`src/rtl/bcd_frame_tx.sv`:
```
// Serial transmitter: accepts a BCD operand set over valid/ready and shifts out one
// 41-bit frame {sync, control, A, B} MSB-first, followed by an optional idle gap.
module bcd_frame_tx #(
  parameter logic [7:0] SYNC_PATTERN = 8'b01011010,
  parameter int         GAP_CYCLES   = 1
) (
  input  logic        clk,
  input  logic        reset,
  input  logic        in_valid,
  output logic        in_ready,
  input  logic        control,
  input  logic [15:0] input_a,
  input  logic [15:0] input_b,
  output logic        dout,
  output logic        dout_valid,
  output logic        frame_done,
  output logic        bcd_error
);

  localparam logic [1:0] ST_IDLE = 2'd0;
  localparam logic [1:0] ST_SEND = 2'd1;
  localparam logic [1:0] ST_GAP  = 2'd2;

  localparam logic [3:0] GAP_LOAD = (GAP_CYCLES > 0) ? 4'(GAP_CYCLES - 1) : 4'd0;

  logic [1:0]  state;
  logic [40:0] shreg;
  logic [5:0]  bit_cnt;
  logic [3:0]  gap_cnt;
  logic        accept;
  logic        bad_bcd;

  function automatic logic has_bad_digit(input logic [15:0] v);
    return (v[15:12] >= 4'd10) || (v[11:8] >= 4'd10) ||
           (v[7:4]   >= 4'd10) || (v[3:0]  >= 4'd10);
  endfunction

  assign in_ready = (state == ST_IDLE);
  assign accept   = in_valid & in_ready;
  assign bad_bcd  = has_bad_digit(input_a) | has_bad_digit(input_b);

  // bit_cnt holds the index of the frame bit currently on dout; shreg holds the bits still to go.
  always_ff @(posedge clk or posedge reset) begin
    if (reset) begin
      state      <= ST_IDLE;
      shreg      <= '0;
      bit_cnt    <= '0;
      gap_cnt    <= '0;
      dout       <= 1'b0;
      dout_valid <= 1'b0;
      frame_done <= 1'b0;
      bcd_error  <= 1'b0;
    end else begin
      frame_done <= 1'b0;
      bcd_error  <= 1'b0;
      case (state)
        ST_IDLE: begin
          dout       <= 1'b0;
          dout_valid <= 1'b0;
          if (accept) begin
            if (bad_bcd) begin
              bcd_error <= 1'b1;
            end else begin
              shreg      <= {SYNC_PATTERN[6:0], control, input_a, input_b, 1'b0};
              dout       <= SYNC_PATTERN[7];
              dout_valid <= 1'b1;
              bit_cnt    <= 6'd40;
              state      <= ST_SEND;
            end
          end
        end
        ST_SEND: begin
          if (bit_cnt != 6'd0) begin
            dout       <= shreg[40];
            shreg      <= {shreg[39:0], 1'b0};
            bit_cnt    <= bit_cnt - 6'd1;
            frame_done <= (bit_cnt == 6'd1);
          end else begin
            dout       <= 1'b0;
            dout_valid <= 1'b0;
            shreg      <= '0;
            if (GAP_CYCLES > 0) begin
              gap_cnt <= GAP_LOAD;
              state   <= ST_GAP;
            end else begin
              state <= ST_IDLE;
            end
          end
        end
        ST_GAP: begin
          dout       <= 1'b0;
          dout_valid <= 1'b0;
          if (gap_cnt == 4'd0) state <= ST_IDLE;
          else gap_cnt <= gap_cnt - 4'd1;
        end
        default: begin
          state      <= ST_IDLE;
          dout       <= 1'b0;
          dout_valid <= 1'b0;
        end
      endcase
    end
  end

endmodule

```
`config.mk`:
```
export PLATFORM = sky130hd
export DESIGN_NAME = bcd_frame_tx
export DESIGN_NICKNAME = d
export VERILOG_FILES = /design/src/rtl/bcd_frame_tx.sv
export SDC_FILE = /design/constraint.sdc
export NUM_CORES = 1
export LEC_CHECK = 0
export ABC_AREA = 1
export BUFFER_PORTS_ARGS = -buffer_cell sky130_fd_sc_hd__buf_2
export CAP_MARGIN = 10
export CORE_AREA = 2 2 86 88
export CTS_CLUSTER_SIZE = 25
export DETAILED_ROUTE_END_ITERATION = 7
export DIE_AREA = 0 0 88 90
export PLACE_DENSITY = 0.66
export SLEW_MARGIN = 20
export SYNTH_ARGS = -nofsm -noshare
export SYNTH_HDL_FRONTEND = slang
export SYNTH_SLANG_ARGS = --single-unit
```
`constraint.sdc`:
```
create_clock -name clk -period 2 [get_ports clk]
set_input_delay 0.4 -clock clk [delete_from_list [all_inputs] [get_ports clk]]
set_output_delay 0.4 -clock clk [all_outputs]
set_load 0.005 [all_outputs]
```
* Word-level counts from Yosys, hierarchy flattened
Index checks and enable logic that the tools add are counted.
** Operators by class
- Eq/ne operators :: 9
- Multiplexer cells :: 27
- Bitwise operators :: 2
- Add/sub/neg operators :: 2
- $lt $le $gt $ge :: 8
- Reductions and logical operators :: 15
** Operators with widths (count)
- $mux W41 :: 3
- $pmux W41 S2 :: 1
- $ge A4 B4 Y1 const B :: 8
- $mux W6 :: 3
- $pmux W6 S2 :: 1
- $mux W1 :: 10
- $ne A2 B2 Y1 const B :: 5
- $mux W2 :: 4
- $mux W4 :: 2
- $pmux W4 S2 :: 1
- $reduce_and A4 Y1 :: 2
- $eq A6 B1 Y1 const B :: 1
- $logic_or A1 B1 Y1 :: 6
- $pmux W2 S3 :: 1
- $reduce_and A3 Y1 :: 2
- $reduce_bool A6 Y1 :: 1
- $sub A6 B1 Y6 const B :: 1
- $logic_not A4 Y1 :: 1
- $reduce_bool A2 Y1 :: 2
- $sub A4 B1 Y4 const B :: 1
- $eq A2 B1 Y1 const B :: 1
- $eq A2 B2 Y1 const B :: 1
- $logic_not A2 Y1 :: 1
- $ne A2 B1 Y1 const B :: 1
- other kinds (3) :: 3
** Word-level totals
- Bits of input ports :: 36
- Flip-flop bits (word level) :: 57

* Depth between registers and ports, before layout
Gate-level depths: netlist of the first run.
- Depth after elaboration :: 8
- Gate-level depth with buffers :: 9

* Least setup slack after synthesis of the first run
Ideal clock, no wire load.
- Kind :: register to register
- From :: register bit_cnt[0]
- To :: register shreg[27]
- Arrival :: 1.298 ns
- Cell stages (with the launch flop) :: 9
- Setup slack :: 0.585 ns
- Cells stage by stage :: dfrtp_1 inv_1 ha_1 nand3_4 buf_6 nand3_1 nand2_1 nand4_1 nand2_1
** Between the ends
- Word-level cells in the longest chain between the ends :: 3
** RTL lines
- start, declared :: line 28 : logic [5:0] bit_cnt;
- start signal, assigned :: line 76 : bit_cnt <= bit_cnt - 6'd1;
- $reduce_bool A6 Y1 :: line 73 : if (bit_cnt != 6'd0) begin
- $mux W41 :: line 73
- $pmux W41 S2 :: line 56 : case (state)
- end signal, assigned :: line 64 : shreg <= {SYNC_PATTERN[6:0], control, input_a, input_b, 1'b0};
- end signal, assigned :: line 75 : shreg <= {shreg[39:0], 1'b0};
- end, declared :: line 27 : logic [40:0] shreg;
No other way between the ends.
A chain may end at the register's enable or synchronous reset.

* Worst setup path in the final report of the first run
- From :: register state[1]
- To :: register shreg[22]
** Between the ends
- Word-level cells in the longest chain between the ends :: 4
** RTL lines
- start, declared :: line 26 : logic [1:0] state;
- start signal, assigned :: line 45 : state <= ST_IDLE;
- start signal, assigned :: line 68 : state <= ST_SEND;
- start signal, assigned :: line 84 : state <= ST_GAP;
- $logic_not A2 Y1 :: line 38, 56
- $and A1 B1 Y1 :: line 39 : assign accept = in_valid & in_ready;
- $ne A2 B1 Y1 (no source line)
- $reduce_and A3 Y1 (no source line)
Parallel ways exist; a longest one is shown, timed or not.

==> impl_metrics.tcl, run 1 <==
set metrics [dict create \
    synth_top_area_share_pct 45.77 \
    grt_first_pass_wirelength_mm 11.99 \
    path_cells "nor2_4 > nand2_2 > nand3_4 > buf_4 > nand2_1 > nand2_1" \
    syn_avg_cell_area_um2 7.673 \
    cts_root_buf "clkbuf_8" \
    cp_max_fo 23 \
    synth.net_count 438 \
    setup_viol 0 \
    holdCritPathClass "in -> async" \
    fp.dieH_um 90 \
    critPathSlowestCell "dfrtp_1" \
    ys.warnings.count 0 \
    tritoncts "built" \
    crit_path_frequent_cell "nand2_1" \
    power_frac_seq_pct 48.6 \
    yosys.area_share.simple_pct 42.46 \
    worstPathArrival_ns 1.83 \
    maxSlewViolCount 0 \
    antenna_cells 0 \
    yosysTopAreaCell "dfrtp_1" \
    worstMarginPinSlew_ns 0.5818 \
    synth_ff_type "dfrtp_1" \
    start_util_pct 43.61 \
    clk_pin_slew_ns 0.10 \
    syn2layout_area_growth_pct 12.46 \
    grt_max_degree 57 \
    routed_wl_mm 6.926 \
    die-area_um2 7920 \
    finalHoldViolations 0 \
    io_pins 41 \
    rsz0062_at_grt "false" \
    routed_via_density 5.209 \
    synth_top_family_by_area "simple AND/OR/NAND/NOR gates" \
    place.gp.congestion 0.8681 \
    p_sw_mw 1.254 \
    cpLargestDelayFamily "simple AND/OR/NAND/NOR gates" \
    cts_setup_buffers 0 \
    portBuffers 40 \
    cellLeakagePower_nw 1.890 \
    slew_headroom_pct 61.16 \
    dpl.hpwl_mm 4.684 \
    yosys.area_share.adder_pct 1.226 \
    cts_max_level 2 \
    ys_top_cells_by_count "nand2_1 (181), dfrtp_1 (56), nand3_1 (42), nand4_1 (39), inv_1 (12)" \
    fmax_ghz 0.6325 \
    numCtsBuffers 5 \
    drt_iter0_markers 191 \
    drive_gt1_share_pct 17.43 \
    synth_edf_count 0 \
    ant_nets 0 \
    synth_compound_area_share_pct 2.452 \
    drcViolationCount 0 \
    switching_share_pct 35.72 \
    synth_cells 399 \
    num_rows 31 \
    yosys-top-cells-area "dfrtp_1 (46%), nand2_1 (22%), nand4_1 (8.0%)" \
    dr.pass1.iters 4 \
    cts_buffer_depth 2 \
    cts.repair.resized 0 \
    synthXorXnorAreaFrac_pct 0.8582 \
    period_share_pct 79.05 \
    globalRouteOverflowTotal 0 \
    crit_type "reg -> reg" \
    fin_tns_setup_ns 0 \
    core_region_area_um2 7020 \
    first_global_vias 2641 \
    clkSinkCount 56 \
    fp.dieW_um 88 \
    cp_num_buf_inv 1 \
    worst_ir_drop_vdd_uv 497.0 \
    startpoint_type "flop" \
    track_usage_pct 18.86 \
    hold_buffers 0 \
    synth_seq_cells 56 \
    fin_crit_ns 1.581 \
    power_frac_comb_pct 30.4 \
    fin_worst_skew_ns 0.005369 \
    p_int_mw 2.256 \
    synth_cell_types 23 \
    wl_per_cell_um 12.95 \
    powerDensity_nw_per_um2 1019 \
    endpoint_kind "flop" \
    cp_slowest_stage_delay_ns 0.48 \
    status "completed" \
    synth_mux_area_share_pct 0 \
    fin_cells 535 \
    clock_latency_ns 0.31 \
    cap_viol_max_count 0 \
    synth_area_um2 3062 \
    vias 2787 \
    cp.required_ns 2.25 \
    async_reset_ff_share_pct 100.0 \
    place_inst 527 \
    power_frac_clock_pct 21.0 \
    ys_seq_area_share_pct 45.77 \
    antenna_found_initial 0 \
    nets 474 \
    yosysMostFrequentCell "nand2_1" \
]
==> metal layers <==
layer	part of all wire, %	global-route usage [%]
met5	0	0
met4	1.6	6.026
met3	4.3	3.122
met2	48	30.74
met1	46	25.40
==> cell usage in the layout, fill, tap and decap left out, drive strengths merged <==
master / n
nand2: 186
buf: 52
o31ai: 1
o22ai: 2
dfrtp: 56
xor2: 1
nand4: 39
nor2: 16
nand3: 44
bufinv: 1
clkbuf: 6
o21ai: 11
xnor2: 2
inv: 15
ha: 3
clkinv: 1
==> path summary, 6_finish.rpt <==
kind	cells after the start	endpoint	startpoint	slack [ns]
worst max-delay path	6	shreg[22]	state[1]	0.42
worst min-delay path	3	shreg[8]	reset	0.12
worst max register to register	6	shreg[22]	state[1]	0.42
worst min register to register	2	shreg[35]	shreg[35]	0.48
max in group asynchronous	3	bcd_error	reset	1.63
min in group clk	3	bcd_error	in_valid	0.33
==> power groups by stage <==
stage,Sequential [mW],Combinational (mW),Clock (mW)
2_1_floorplan,1.68,0.868,0
3_3_place_gp,1.72,1.05,0
3_5_place_dp,1.73,1.08,0
4_1_cts,1.71,1.09,0.760
5_1_grt,1.75,1.23,0.806
6_report,1.71,1.07,0.736
==> final cells by class <==
cell class	count	area, µm²
Fill cell	686	3577
Multi-Input combinational cell	305	1439
Sequential cell	56	1401
Timing Repair Buffer	52	315.3
Tap cell	99	123.9
Clock buffer	6	72.57
Inverter	15	56.30
Clock inverter	2	35.03
==> flip-flops by register name (all words and copies together), names as in the netlist <==
signal and flops:
dout 1, bcd_error 1, bit_cnt 6, state 2, shreg 40, gap_cnt 4, dout_valid 1, frame_done 1
==> logic make-up after synthesis <==
| kind of cell | Yosys count |
|---|---|
| compound gates | 14 |
| xor+xnor | 3 |
| fa+ha+maj | 3 |
| buf+inv | 38 |
| flops | 56 |
| simple gates | 285 |
==> stage by stage <==
| stage | cell area, µm² | setup slack, ns | util, % | hold WS [ns] | power, mW |
|---|---|---|---|---|---|
| detailed placement | 3336 | 0.2157 | 47.51 | 0.4602 | 2.811 |
| global placement | 3336 | 0.2626 | 47.51 | 0.4542 | 2.772 |
| floorplan | 3062 | 0.2287 | - | 0.4419 | 2.544 |
| global route | 3443 | 0.2720 | 49.05 | 0.1502 | 3.788 |
| finish | 3443 | 0.4191 | 49.05 | 0.1151 | 3.510 |
| CTS | 3443 | 0.4076 | 49.05 | 0.1319 | 3.553 |
==> worst register-to-register path: cells and delay by family, from the launching register on <==
family        cells  cell delay, ns
buf+inv           1            0.26
flops             1            0.48
simple gates      5            0.78
Note: power is estimated with default switching activity, not from simulation.
==> run 2: changes to the inputs <==
--- a/config.mk
+++ b/config.mk
@@ -5,14 +5,14 @@
 export SDC_FILE = /design/constraint.sdc
 export NUM_CORES = 1
 export LEC_CHECK = 0
-export ABC_AREA = 1
+export ABC_AREA = 0
 export BUFFER_PORTS_ARGS = -buffer_cell sky130_fd_sc_hd__buf_2
 export CAP_MARGIN = 10
-export CORE_AREA = 2 2 86 88
+export CORE_AREA = 2 2 99 101
 export CTS_CLUSTER_SIZE = 25
 export DETAILED_ROUTE_END_ITERATION = 7
-export DIE_AREA = 0 0 88 90
-export PLACE_DENSITY = 0.66
+export DIE_AREA = 0 0 101 103
+export PLACE_DENSITY = 0.67
 export SLEW_MARGIN = 20
 export SYNTH_ARGS = -nofsm -noshare
 export SYNTH_HDL_FRONTEND = slang
==> constraint.sdc (replaced) <==
create_clock -name clk -period 1.38 [get_ports clk]
set_input_delay 0.276 -clock clk [delete_from_list [all_inputs] [get_ports clk]]
set_output_delay 0.276 -clock clk [all_outputs]
set_load 0.005 [all_outputs]
==> run 2 against run 1 <==
Against the previous run: the run now ends with setup timing left; clock-buffer cell count fell by 1; fmax shrank 22%; largest cell class unchanged; global-route usage rose by 6.1 points; clock power grew 39%; first-iteration DRC count up 88%; total power increased by 150%; critical path type unchanged; cell count rose by 26%; critical endpoint is now shreg[14]; clock skew is 0.0010 ns higher; non-clock buffer count grew 76; worst hold slack better by 0.32 ns; flip-flop and latch count is the same; area after synthesis rose by 35%.
==> impl_metrics.tcl, run 2 <==
set metrics [dict create \
    status "finished with violations" \
    violations "setup timing" \
    yosys-top-cells-area "dfrtp_1 (34%), o211ai_2 (8.2%), o211a_1 (7.7%)" \
    synth_top_area_share_pct 33.83 \
    cp_max_fo 7 \
    drcViolationCount 0 \
    crit_cells 5 \
    portBuffers 40 \
    wl_per_cell_um 18.69 \
    powerDensity_nw_per_um2 1560 \
    synth_cells 468 \
    async_reset_ff_share_pct 100.0 \
    place.gp.congestion 0.8295 \
    r2r-start "bit_cnt[5]" \
    globalRouteOverflowTotal 0 \
    r2r.worst_path.cells 5 \
    drt_iter0_markers 360 \
    synth_cell_types 41 \
    tritoncts "built" \
    cts_buffer_depth 2 \
    final-seq-area_um2 1403 \
    numCtsBuffers 5 \
    ant_nets 0 \
    final_util_pct 58.29 \
    dpl.hpwl_mm 7.996 \
    holdCritPathClass "in -> reg" \
    yosysMostFrequentCell "nand2_1" \
    synth.net_count 507 \
    cts_root_buf "clkbuf_8" \
    slew_headroom_pct 67.66 \
    fin_crit_ns 2.019 \
    cp.required_ns 1.59 \
    cpLargestDelayFamily "simple AND/OR/NAND/NOR gates" \
    layout_setup_ws_ns -0.6389 \
    fin_hold_ws_ns 0.4309 \
    routed_via_density 6.219 \
    multi_input_area_um2 2705 \
    fin_worst_skew_ns 0.006408 \
    fmax_ghz 0.4953 \
    cp_num_buf_inv 1 \
    dr.pass1.iters 5 \
    crit_type "reg -> reg" \
    clkSinkCount 56 \
    yosysTopAreaCell "dfrtp_1" \
    core_region_area_um2 9459 \
    antenna_found_initial 0 \
    path_cells "or4_4 > buf_6 > o211ai_2 > o211a_1 > or3b_1" \
    synth_seq_cells 56 \
    worstMarginPinSlew_ns 0.4841 \
    top_register "shreg" \
    syn2layout_area_growth_pct 33.10 \
    cap_viol_max_count 0 \
    r2r_slack_ns -0.64 \
    fill_cells 813 \
    nets 596 \
    top_regs "shreg x40, bit_cnt x6, gap_cnt x4" \
    cellLeakagePower_nw 2.416 \
    finalHoldViolations 0 \
    track_usage_pct 24.96 \
    cts_max_level 2 \
    drive_gt1_share_pct 34.95 \
    endpoint_kind "flop" \
    fp.dieH_um 103 \
    cp_slowest_stage_delay_ns 0.64 \
    critPathSlowestCell "or4_4" \
    synth_edf_count 0 \
    grt_first_pass_wirelength_mm 20.56 \
    startpoint_type "flop" \
    clock_latency_ns 0.33 \
    routed_wl_mm 12.56 \
    ys.warnings.count 0 \
    die-area_um2 10400 \
    syn_avg_cell_area_um2 8.852 \
    antenna_cells 0 \
    dp_slack_ns -0.6844 \
    final_cell_mix "nand2_1 (75), buf_4 (61), dfrtp_1 (55)" \
    cp-endpoint "shreg[14]" \
    io_pins 41 \
    num_rows 36 \
    clk_pin_slew_ns 0.12 \
    start_util_pct 43.80 \
    ys_seq_area_share_pct 33.83 \
    period_share_pct 146.3 \
    worstPathArrival_ns 2.23 \
    maxSlewViolCount 0 \
    r2r-end "shreg[14]" \
    largest_register_ffs 40 \
    fp.dieW_um 101 \
    worstHoldPathCells 4 \
    synth_area_um2 4143 \
    ys_top_cells_by_count "nand2_1 (76), dfrtp_1 (56), a21oi_1 (39), nand2b_1 (39), clkbuf_1 (34)" \
    layout_commonest_cell "nand2_1" \
    crit_path_start "bit_cnt[5]" \
    setup_viol 55 \
    grt_max_degree 37 \
    rsz0062_at_grt "true" \
    worst_ir_drop_vdd_uv 843.5 \
    vias 4179 \
    first_global_vias 4229 \
    synth_ff_type "dfrtp_1" \
]
## run 2: layer usage
layer	vias up	global-route usage (%)	wire, µm
li1	1926	-	-
met1	2095	31.98	5466
met2	140	43.54	6341
met3	18	2.847	545
met4	0	9.356	209
met5	-	0	0
## run 2: cells by family (layout without fill, tap and decap cells)
logic type | after synthesis | count (layout) | synth area share [%]
DFF | 56 | 56 | 33.83
AOI/OAI and AO/OA | 163 | 163 | 32.77
adders and majority gates | 3 | 3 | 0.9062
xor gates and xnor gates | 5 | 5 | 1.057
muxes | 2 | 2 | 0.4833
and+or+nand+nor | 181 | 182 | 24.19
buffers and inverters | 58 | 147 | 6.765
## run 2: stage by stage
| stage | instances | TNS [ns] | total power, mW | instance area (µm²) |
|---|---|---|---|---|
| after detailed placement | 648 | -26.35 | 6.785 | 4966 |
| after global routing | 672 | -28.57 | 9.151 | 5514 |
| after floorplan | 468 | -21.39 | 5.206 | 4165 |
| after global placement | 648 | -23.52 | 6.654 | 4966 |
| after CTS | 668 | -23.43 | 8.257 | 5348 |
| final | 672 | -24.89 | 8.605 | 5514 |
## run 2: cell type report
type                            count  share of cell area (%)
Multi-Input combinational cell    355                   49.06
Inverter                           11                  0.8396
Clock inverter                      3                  0.4765
Clock buffer                        5                   1.248
Sequential cell                    56                   25.44
Tap cell                          114                   2.587
Timing Repair Buffer              128                   20.35
## run 2: worst min path at each step
stage	startpoint	to	slack [ns]
floorplan	reset	bcd_error	0.36
global placement	reset	shreg[24]	0.33
detailed placement	reset	shreg[24]	0.33
CTS	input_b[0]	shreg[1]	0.43
global route	in_valid	shreg[37]	0.46
finish	input_b[0]	shreg[1]	0.43
## run 2: what timing repair did
item,CTS,global route
hold buffers,1,0
pin swaps,16,7
setup buffers,9,4
gates resized for setup,46,30
endpoints found under the hold margin,15,0
cloned,2,0
setup endpoints to repair,56,57
## run 2: worst reg2reg max path, cell delays in order, from the launching register on
cell and delay, ns:
dfrtp_1 0.40, or4_4 0.64, buf_6 0.19, o211ai_2 0.16, o211a_1 0.17, or3b_1 0.35
## run 2: where the power goes
| group | switching (mW) | leakage (nW) | internal [mW] |
|---|---|---|---|
| combinational | 2.59 | 1.62 | 2.35 |
| sequential | 0.481 | 0.742 | 2.16 |
| clock | 0.642 | 0.0491 | 0.376 |
| total | 3.72 | 2.42 | 4.89 |
